## src/rtl/noc_rr_arbiter.sv

```systemverilog
// rtl/noc_rr_arbiter.sv - NoC output-port arbiter with per-channel tenure timers
`timescale 1ns/1ps

module noc_rr_arbiter #(
    parameter int NPORTS  = 5,
    parameter int LEN_W   = 12,
    parameter int FID_W   = 3,
    parameter int HEAD_ID = 1,
    parameter int RR_MODE = 1,
    parameter int IDX_W   = $clog2(NPORTS)
) (
    input  logic                      clk,
    input  logic                      rst,
    input  logic [NPORTS-1:0]         req,
    input  logic [NPORTS*FID_W-1:0]   flit_id,
    input  logic [NPORTS*LEN_W-1:0]   length,
    output logic [NPORTS-1:0]         grant,
    output logic [IDX_W-1:0]          grant_idx,
    output logic                      idle,
    output logic [NPORTS-1:0]         timeout
);

    typedef enum logic [1:0] {
        ST_IDLE,
        ST_GRANT,
        ST_ILLEGAL
    } state_e;

    state_e                 state;

    logic [NPORTS-1:0]      grant_q, grant_d;
    logic [NPORTS-1:0]      timeout_q, timeout_d;
    logic [IDX_W-1:0]       idx_q, idx_d;
    logic [IDX_W-1:0]       last_q, last_d;
    logic                   idle_q, idle_d;
    logic [LEN_W-1:0]       cnt_q   [NPORTS];
    logic [LEN_W-1:0]       cnt_d   [NPORTS];
    logic [LEN_W-1:0]       limit_q [NPORTS];
    logic [LEN_W-1:0]       limit_d [NPORTS];

    logic                   hold;
    logic                   expired;
    logic                   found;
    logic [IDX_W-1:0]       win;
    logic [IDX_W:0]         cand;

    // The grant register is the state; anything not zero/one-hot is illegal.
    always_comb begin
        if (grant_q == '0) begin
            state = ST_IDLE;
        end else if ($onehot(grant_q)) begin
            state = ST_GRANT;
        end else begin
            state = ST_ILLEGAL;
        end
    end

    // Widened compare keeps cnt+1 from wrapping at the top of the counter range.
    always_comb begin
        hold    = 1'b0;
        expired = 1'b0;
        for (int i = 0; i < NPORTS; i++) begin
            if (grant_q[i]) begin
                hold = req[i] &&
                       ((limit_q[i] == '0) ||
                        (({1'b0, cnt_q[i]} + (LEN_W+1)'(1)) < {1'b0, limit_q[i]}));
                expired = req[i] && !hold;
            end
        end
    end

    always_comb begin
        win   = '0;
        found = 1'b0;
        cand  = '0;
        if (RR_MODE != 0) begin
            // Starting after last puts the previous holder at lowest priority.
            for (int off = 1; off <= NPORTS; off++) begin
                cand = {1'b0, last_q} + (IDX_W+1)'(off);
                if (cand >= (IDX_W+1)'(NPORTS)) begin
                    cand = cand - (IDX_W+1)'(NPORTS);
                end
                if (!found && req[cand[IDX_W-1:0]]) begin
                    found = 1'b1;
                    win   = cand[IDX_W-1:0];
                end
            end
        end else begin
            for (int i = NPORTS - 1; i >= 0; i--) begin
                if (req[i]) begin
                    found = 1'b1;
                    win   = IDX_W'(i);
                end
            end
        end
    end

    always_comb begin
        grant_d   = '0;
        idx_d     = '0;
        last_d    = last_q;
        timeout_d = '0;
        for (int i = 0; i < NPORTS; i++) begin
            cnt_d[i] = '0;
            if (flit_id[i*FID_W +: FID_W] == FID_W'(HEAD_ID)) begin
                limit_d[i] = length[i*LEN_W +: LEN_W];
            end else begin
                limit_d[i] = limit_q[i];
            end
        end

        case (state)
            ST_GRANT: begin
                if (hold) begin
                    grant_d = grant_q;
                    idx_d   = idx_q;
                    for (int i = 0; i < NPORTS; i++) begin
                        if (grant_q[i]) begin
                            cnt_d[i] = (limit_q[i] == '0) ? cnt_q[i]
                                                          : cnt_q[i] + LEN_W'(1);
                        end
                    end
                end else begin
                    if (expired) begin
                        timeout_d = grant_q;
                    end
                    if (found) begin
                        grant_d = NPORTS'(1) << win;
                        idx_d   = win;
                        last_d  = win;
                    end
                end
            end
            ST_IDLE: begin
                if (found) begin
                    grant_d = NPORTS'(1) << win;
                    idx_d   = win;
                    last_d  = win;
                end
            end
            default: begin
            end
        endcase

        idle_d = (grant_d == '0);
    end

    always_ff @(posedge clk or negedge rst) begin
        if (!rst) begin
            grant_q   <= '0;
            timeout_q <= '0;
            idx_q     <= '0;
            last_q    <= IDX_W'(NPORTS - 1);
            idle_q    <= 1'b1;
            for (int i = 0; i < NPORTS; i++) begin
                cnt_q[i]   <= '0;
                limit_q[i] <= '0;
            end
        end else begin
            grant_q   <= grant_d;
            timeout_q <= timeout_d;
            idx_q     <= idx_d;
            last_q    <= last_d;
            idle_q    <= idle_d;
            for (int i = 0; i < NPORTS; i++) begin
                cnt_q[i]   <= cnt_d[i];
                limit_q[i] <= limit_d[i];
            end
        end
    end

    assign grant     = grant_q;
    assign grant_idx = idx_q;
    assign idle      = idle_q;
    assign timeout   = timeout_q;

endmodule

```

## config.mk

```make
export PLATFORM = sky130hd
export DESIGN_NAME = noc_rr_arbiter
export DESIGN_NICKNAME = d
export VERILOG_FILES = /design/src/rtl/noc_rr_arbiter.sv
export SDC_FILE = /design/constraint.sdc
export NUM_CORES = 1
export LEC_CHECK = 0
export CAP_MARGIN = 5
export CORE_MARGIN = 5
export CORE_UTILIZATION = 29
export CTS_CLUSTER_SIZE = 10
export DETAILED_ROUTE_END_ITERATION = 12
export GPL_TIMING_DRIVEN = 0
export PLACE_DENSITY = 0.44
export SYNTH_ARGS = -nofsm -noshare
export SYNTH_HDL_FRONTEND = slang
export SYNTH_SLANG_ARGS = --single-unit
```

## constraint.sdc

```tcl
create_clock -name clk -period 4.8 [get_ports clk]
set_input_delay 0.96 -clock clk [delete_from_list [all_inputs] [get_ports clk]]
set_output_delay 0.96 -clock clk [all_outputs]
set_load 0.02 [all_outputs]
```

Word-level counts from Yosys, hierarchy flattened --
Cells that the tools add are included.
Storage, ports and cells: flip-flop bits (word level) 137, bits of input ports 82, output and inout port bits 14, word-level logic and storage cells 167
Cells by class: add/sub/neg operators 24, $lt $le $gt $ge 15, equal/unequal tests 13, shifts and indexed selects 1, muxes and demuxes 61, reductions and logical operators 38
Operator list (number):
- 2-to-1 mux 12 bit | 10
- 2-to-1 mux 60 bit | 2
- adder 12 x 1 -> 13 bit (second input constant) | 5
- less-than comparator 13 x 12 -> 1 bit | 5
- adder 12 x 1 -> 12 bit (second input constant) | 5
- logical NOT 12 bit | 5
- 2-to-1 mux 3 bit | 14
- 2-to-1 mux 5 bit | 5
- >= comparator 4 x 3 -> 1 bit (second input constant) | 5
- less-than comparator 3 x 4 -> 1 bit (second input constant) | 5
- 2-to-1 mux 1 bit | 20
- inequality test 4 bit (second input constant) | 5
- == test 3 x 1 -> 1 bit (second input constant) | 6
- binary-select mux 1 bit (select 3 bit) | 5
- subtractor 3 bit (second input constant) | 5
- logical AND 1 bit | 14
- one-hot mux 3 bit (2 select lines) | 2
- logical NOT 5 bit | 2
- one-hot mux 5 bit (2 select lines) | 1
- logical NOT 1 bit | 9
- adder 3 x 2 -> 4 bit (second input constant) | 2
- adder 3 x 3 -> 4 bit (second input constant) | 2
- logical OR 1 bit | 5
- << shifter 1 x 3 -> 5 bit (first input constant) | 1
- 10 further kinds | 12

Logic depth before layout (Yosys ltp) --
depth after elaboration 23, gate-level depth with buffers 16, gate-level depth less buffers 15

Least setup slack after synthesis --
OpenSTA, ideal clock, no wires.
path kind register to register, start register cnt_q[24] (netlist bit), end register grant_q[1], in the netlist grant[1], library setup time 0.096 ns, arrival 3.181 ns, required time 4.704 ns, setup slack 1.524 ns, cell stages (with the launch flop) 15, buffers on the path 0, clock period less this slack 3.276 ns, cell sequence dfrtp_1 -> ha_1 -> nand3_1 -> nor2_1 -> nand3_1 -> xnor2_1 -> ha_1 -> and4_1 -> o211ai_1 -> o211a_1 -> o31a_1 -> a22oi_2 -> o211ai_4 -> o21a_1 -> o31ai_1
On the way: longest elaborated chain between the ends 9
RTL lines:
- start, declared | line 36 | logic [LEN_W-1:0] cnt_q [NPORTS];
- start signal, assigned by index | line 166 | cnt_q[i] <= cnt_d[i];
- adder 12 x 1 -> 13 bit | line 66 | (({1'b0, cnt_q[i]} + (LEN_W+1)'(1)) < {1'b0, limit_q[i]}));
- less-than comparator 13 x 12 -> 1 bit | line 66
- logical OR 1 bit | line 65 | ((limit_q[i] == '0) ||
- logical AND 1 bit | line 64 | hold = req[i] &&
- 2-to-1 mux 1 bit (3 in a row) | line 63 | if (grant_q[i]) begin
- 2-to-1 mux 5 bit | line 114 | if (hold) begin
- one-hot mux 5 bit (2 select lines) | line 112 | case (state)
- net grant_d[1] | line 31 | logic [NPORTS-1:0] grant_q, grant_d;
- end signal, assigned | line 160 | grant_q <= grant_d;
- end, declared | line 31
The timed path passes the listed nets, and every way through them passes these cells. A chain may end at the register's enable or synchronous reset.

Final worst setup path --
start register cnt_q[12] (netlist bit), end register cnt_q[34] (netlist bit)
On the way: longest elaborated chain between the ends 8, elaborated cells on any way between the ends 9, classes of those cells 1 x add/sub; 1 x order compare; 1 x eq/ne; 4 x mux; 2 x reduce/logical
RTL lines (line):
- adder 12 x 1 -> 13 bit * | 66
- less-than comparator 13 x 12 -> 1 bit * | 66
- logical OR 1 bit * | 65
- logical AND 1 bit * | 64
- 2-to-1 mux 1 bit * (2 in a row) | 63
- 2-to-1 mux 60 bit | 114
- 2-to-1 mux 60 bit | 112
Every way passes the cells marked *; elsewhere a longest branch is shown, timed or not.

==> run metrics <==
Vias/cell 4.77; Pins Over Slew Limit 0; Slew @ Worst Pin 1.13 ns; #FFs+latches synth 137; WL/cell 15.5 um; commonest non-fill, non-tap cell in the layout nand2_1; final hold violations 0; Final Wtd Congestion 0.772; Post-DP HPWL 18.8 mm; final core occ 35.8%; Adder-Cell Fraction of Synth Area 10.3%; EDFF count, synth 0; CTS tree built; worst setup path class flop to flop; DR DRC count 0; Setup violations, final 0; outcome finished clean; final wirelength 24.4 mm; mapped cell area 9250 sq um; synth unique cells 79; Power Density 441 nW/um^2; crit-path max FO 10; endpoint class of the critical path flop; post-route setup TNS 0 ns; FP Rows 65; H-tree depth 4; via count 7,514; antenna violations before repair 0; period utilisation layout 85.5%; layout cell share with drive strength beyond 1 6.13%; Starting Density 29.3%; CTS Buffer Depth 2; pin count of the biggest net entering global routing 76; syn_nets 1,203; Worst-Skew Late Latency 0.43 ns; Die Y-Extent 189 um; CP required 5.15 ns; Combinational Power Share 45.4%; post-synthesis mux area share 2.42%; clock network power share 26.2%; Port Buffers 94; global route overflow 0; cts repair resizes 0; Pre-antenna DRT Iters 5; Die X 189 um; Post-Place Cells 1,544; fin cells 1,576; antenna diode count 0; core area 31,600 sq um; RSZ-0062 raised after global routing false; ys async rst share 100%; Internal Power 2.99 mW; first-pass GRT wire length 40.6 mm; setup bufs post-CTS 0; Die Area 35,600 sq um; Area Overhead vs Synth 22.2%; Synth Area in XOR/XNOR 9.19%; Final Net Count 1,317; ys flop type dfrtp_1; most frequent cells in the layout nand2_1 (136), dfrtp_1 (135), clkdlybuf4s50_1 (93), nor2_1 (79), inv_1 (77); Synth Instances 1,047; compound-gate portion of the synthesized area 15.9%; # hold bufs at CTS 0; sequential share of power 28.4%; switching power 2.00 mW; minimum clock period 4.10 ns; Tot GR Track Use 14.0%; I/O Pins 96; simple-gate share of the synthesized area 20.1%; Routed Antenna Nets 0; main combinational cell family by area after synthesis simple AND/OR/NAND/NOR gates; max-cap violations 0; TritonCTS Buffers 17; Starting DRT DRC Count 332; DP Area 10,700 sq um; IR drop worst, VDD 0.277 mV; Synthesis Warnings 0; Mean Syn Cell Area 8.83 sq um; Worst Hold Class input port to asynchronous set/reset pin; Worst-path clk slew 0.06 ns; slew margin rel. 24.1%; startpoint types flop; skew final 0.0111 ns; CTS root buffer clkbuf_16; Max Freq 244 MHz; part of the Yosys area used for sequential elements 37.1%; Sw Ratio 40.0%; leak pwr 4.98 nW; clk sink count 137; post-route cell area 11,300 sq um; crit path DAT 4.46 ns; vias in the first global route 7,847
==> routing by layer <==
| metal | GRT usage [%] | vias to the layer above | routed length (um) |
|---|---|---|---|
| met5 | 0 | - | 0 |
| met4 | 3.05 | 0 | 227 |
| met3 | 3.09 | 16 | 834 |
| met2 | 22.6 | 92 | 11100 |
| met1 | 19.3 | 3516 | 12300 |
| li1 | - | 3890 | - |
==> worst max-delay path, cell delays in order (launching register included) <==
cell and delay [ns]:
dfrtp_1 0.41, ha_1 0.23, nand3_1 0.19, nor2_1 0.21, and4_1 0.25, xor2_1 0.16, ha_1 0.26, a211o_1 0.26
a21oi_1 0.17, o211ai_1 0.12, a31oi_1 0.51, a32oi_2 0.27, o211ai_4 0.40, nand3_2 0.19, buf_2 0.27, nor2_1 0.13
==> cells by family (layout without fill, tap and decap cells) <==
logic type               after synthesis  after routing
multiplexers                          20             20
flip-flops                           137            137
XOR/XNOR                              97             97
AO/OA/AOI/OAI                        218            218
buffers and inverters                117            244
AND/OR/NAND/NOR                      384            384
adder cells (fa/ha/maj)               74             74
==> cells in the mapped netlist (4+ instances only) <==
cell | number | area (sq um)
dfrtp_1 | 135 | 3380
o21ai_0 | 75 | 375
and2_1 | 8 | 50.1
a21o_1 | 11 | 82.6
nor2_1 | 79 | 297
nand3_1 | 43 | 215
clkbuf_1 | 26 | 97.6
xnor2_1 | 41 | 359
a211oi_1 | 8 | 60.1
and4_1 | 8 | 70.1
o22ai_1 | 6 | 37.5
nor3b_1 | 6 | 45.0
a31oi_1 | 8 | 50.1
nand4_1 | 13 | 81.3
nand2_1 | 136 | 510
a21oi_1 | 26 | 130
nor4_1 | 18 | 113
ha_1 | 71 | 888
xor2_1 | 56 | 490
buf_2 | 12 | 60.1
mux2_2 | 8 | 90.1
o21a_1 | 12 | 90.1
and3_1 | 16 | 100
a211o_1 | 4 | 35.0
nand2b_1 | 23 | 144
nor2b_1 | 9 | 56.3
o211ai_1 | 13 | 97.6
o31ai_1 | 6 | 45.0
mux2i_1 | 10 | 100
nor3_1 | 11 | 55.1
inv_1 | 77 | 289
==> state kept, by name, indices dropped and copies added (netlist names) <==
| name | flops |
|---|---|
| last_q | 3 |
| idle | 1 |
| grant | 5 |
| cnt_q | 60 |
| timeout | 5 |
| limit_q | 60 |
| grant_idx | 3 |
==> final cells by class <==
class	instances	area [sq um]
tap	402	503
inverter	78	293
clock buffer	18	429
clock inverter	14	149
timing repair buffer	95	970
fill	3292	20300
sequential	137	3430
buffer	39	169
multi-input combinational	793	5350
==> power by group through the flow <==
stage / clock, mW / combinational (mW) / sequential [mW]
after floorplan: 0 / 1.60 / 1.43
after global placement: 0 / 2.26 / 1.44
after detailed placement: 0 / 2.27 / 1.44
after CTS: 1.35 / 2.28 / 1.42
after global routing: 1.40 / 2.51 / 1.43
final: 1.31 / 2.26 / 1.41
==> path summary, 6_finish.rpt <==
kind / startpoint / to / slack [ns] / depth (start not counted)
setup / recovery: cnt_q[12]$_DFFE_PN0P_ / cnt_q[34]$_DFFE_PN0P_ / 0.70 / 15
hold / removal: rst / limit_q[25]$_DFFE_PN0N_ / 0.51 / 1
setup reg to reg: cnt_q[12]$_DFFE_PN0P_ / cnt_q[34]$_DFFE_PN0P_ / 0.70 / 15
hold reg to reg: cnt_q[11]$_DFFE_PN0P_ / cnt_q[11]$_DFFE_PN0P_ / 0.53 / 1
max in group asynchronous: rst / last_q[2]$_DFFE_PN1P_ / 3.47 / 2
min in group clk: cnt_q[11]$_DFFE_PN0P_ / cnt_q[11]$_DFFE_PN0P_ / 0.53 / 1
==> stage by stage <==
stage	hold slack [ns]	total power, mW	setup slack [ns]
floorplan	0.489	3.03	1.52
global placement	0.513	3.70	-3.39
detailed placement	0.521	3.71	0.635
CTS	0.535	5.06	0.619
global route	0.557	5.35	0.314
finish	0.513	4.98	0.696
Power figures use the tool's default switching activity.
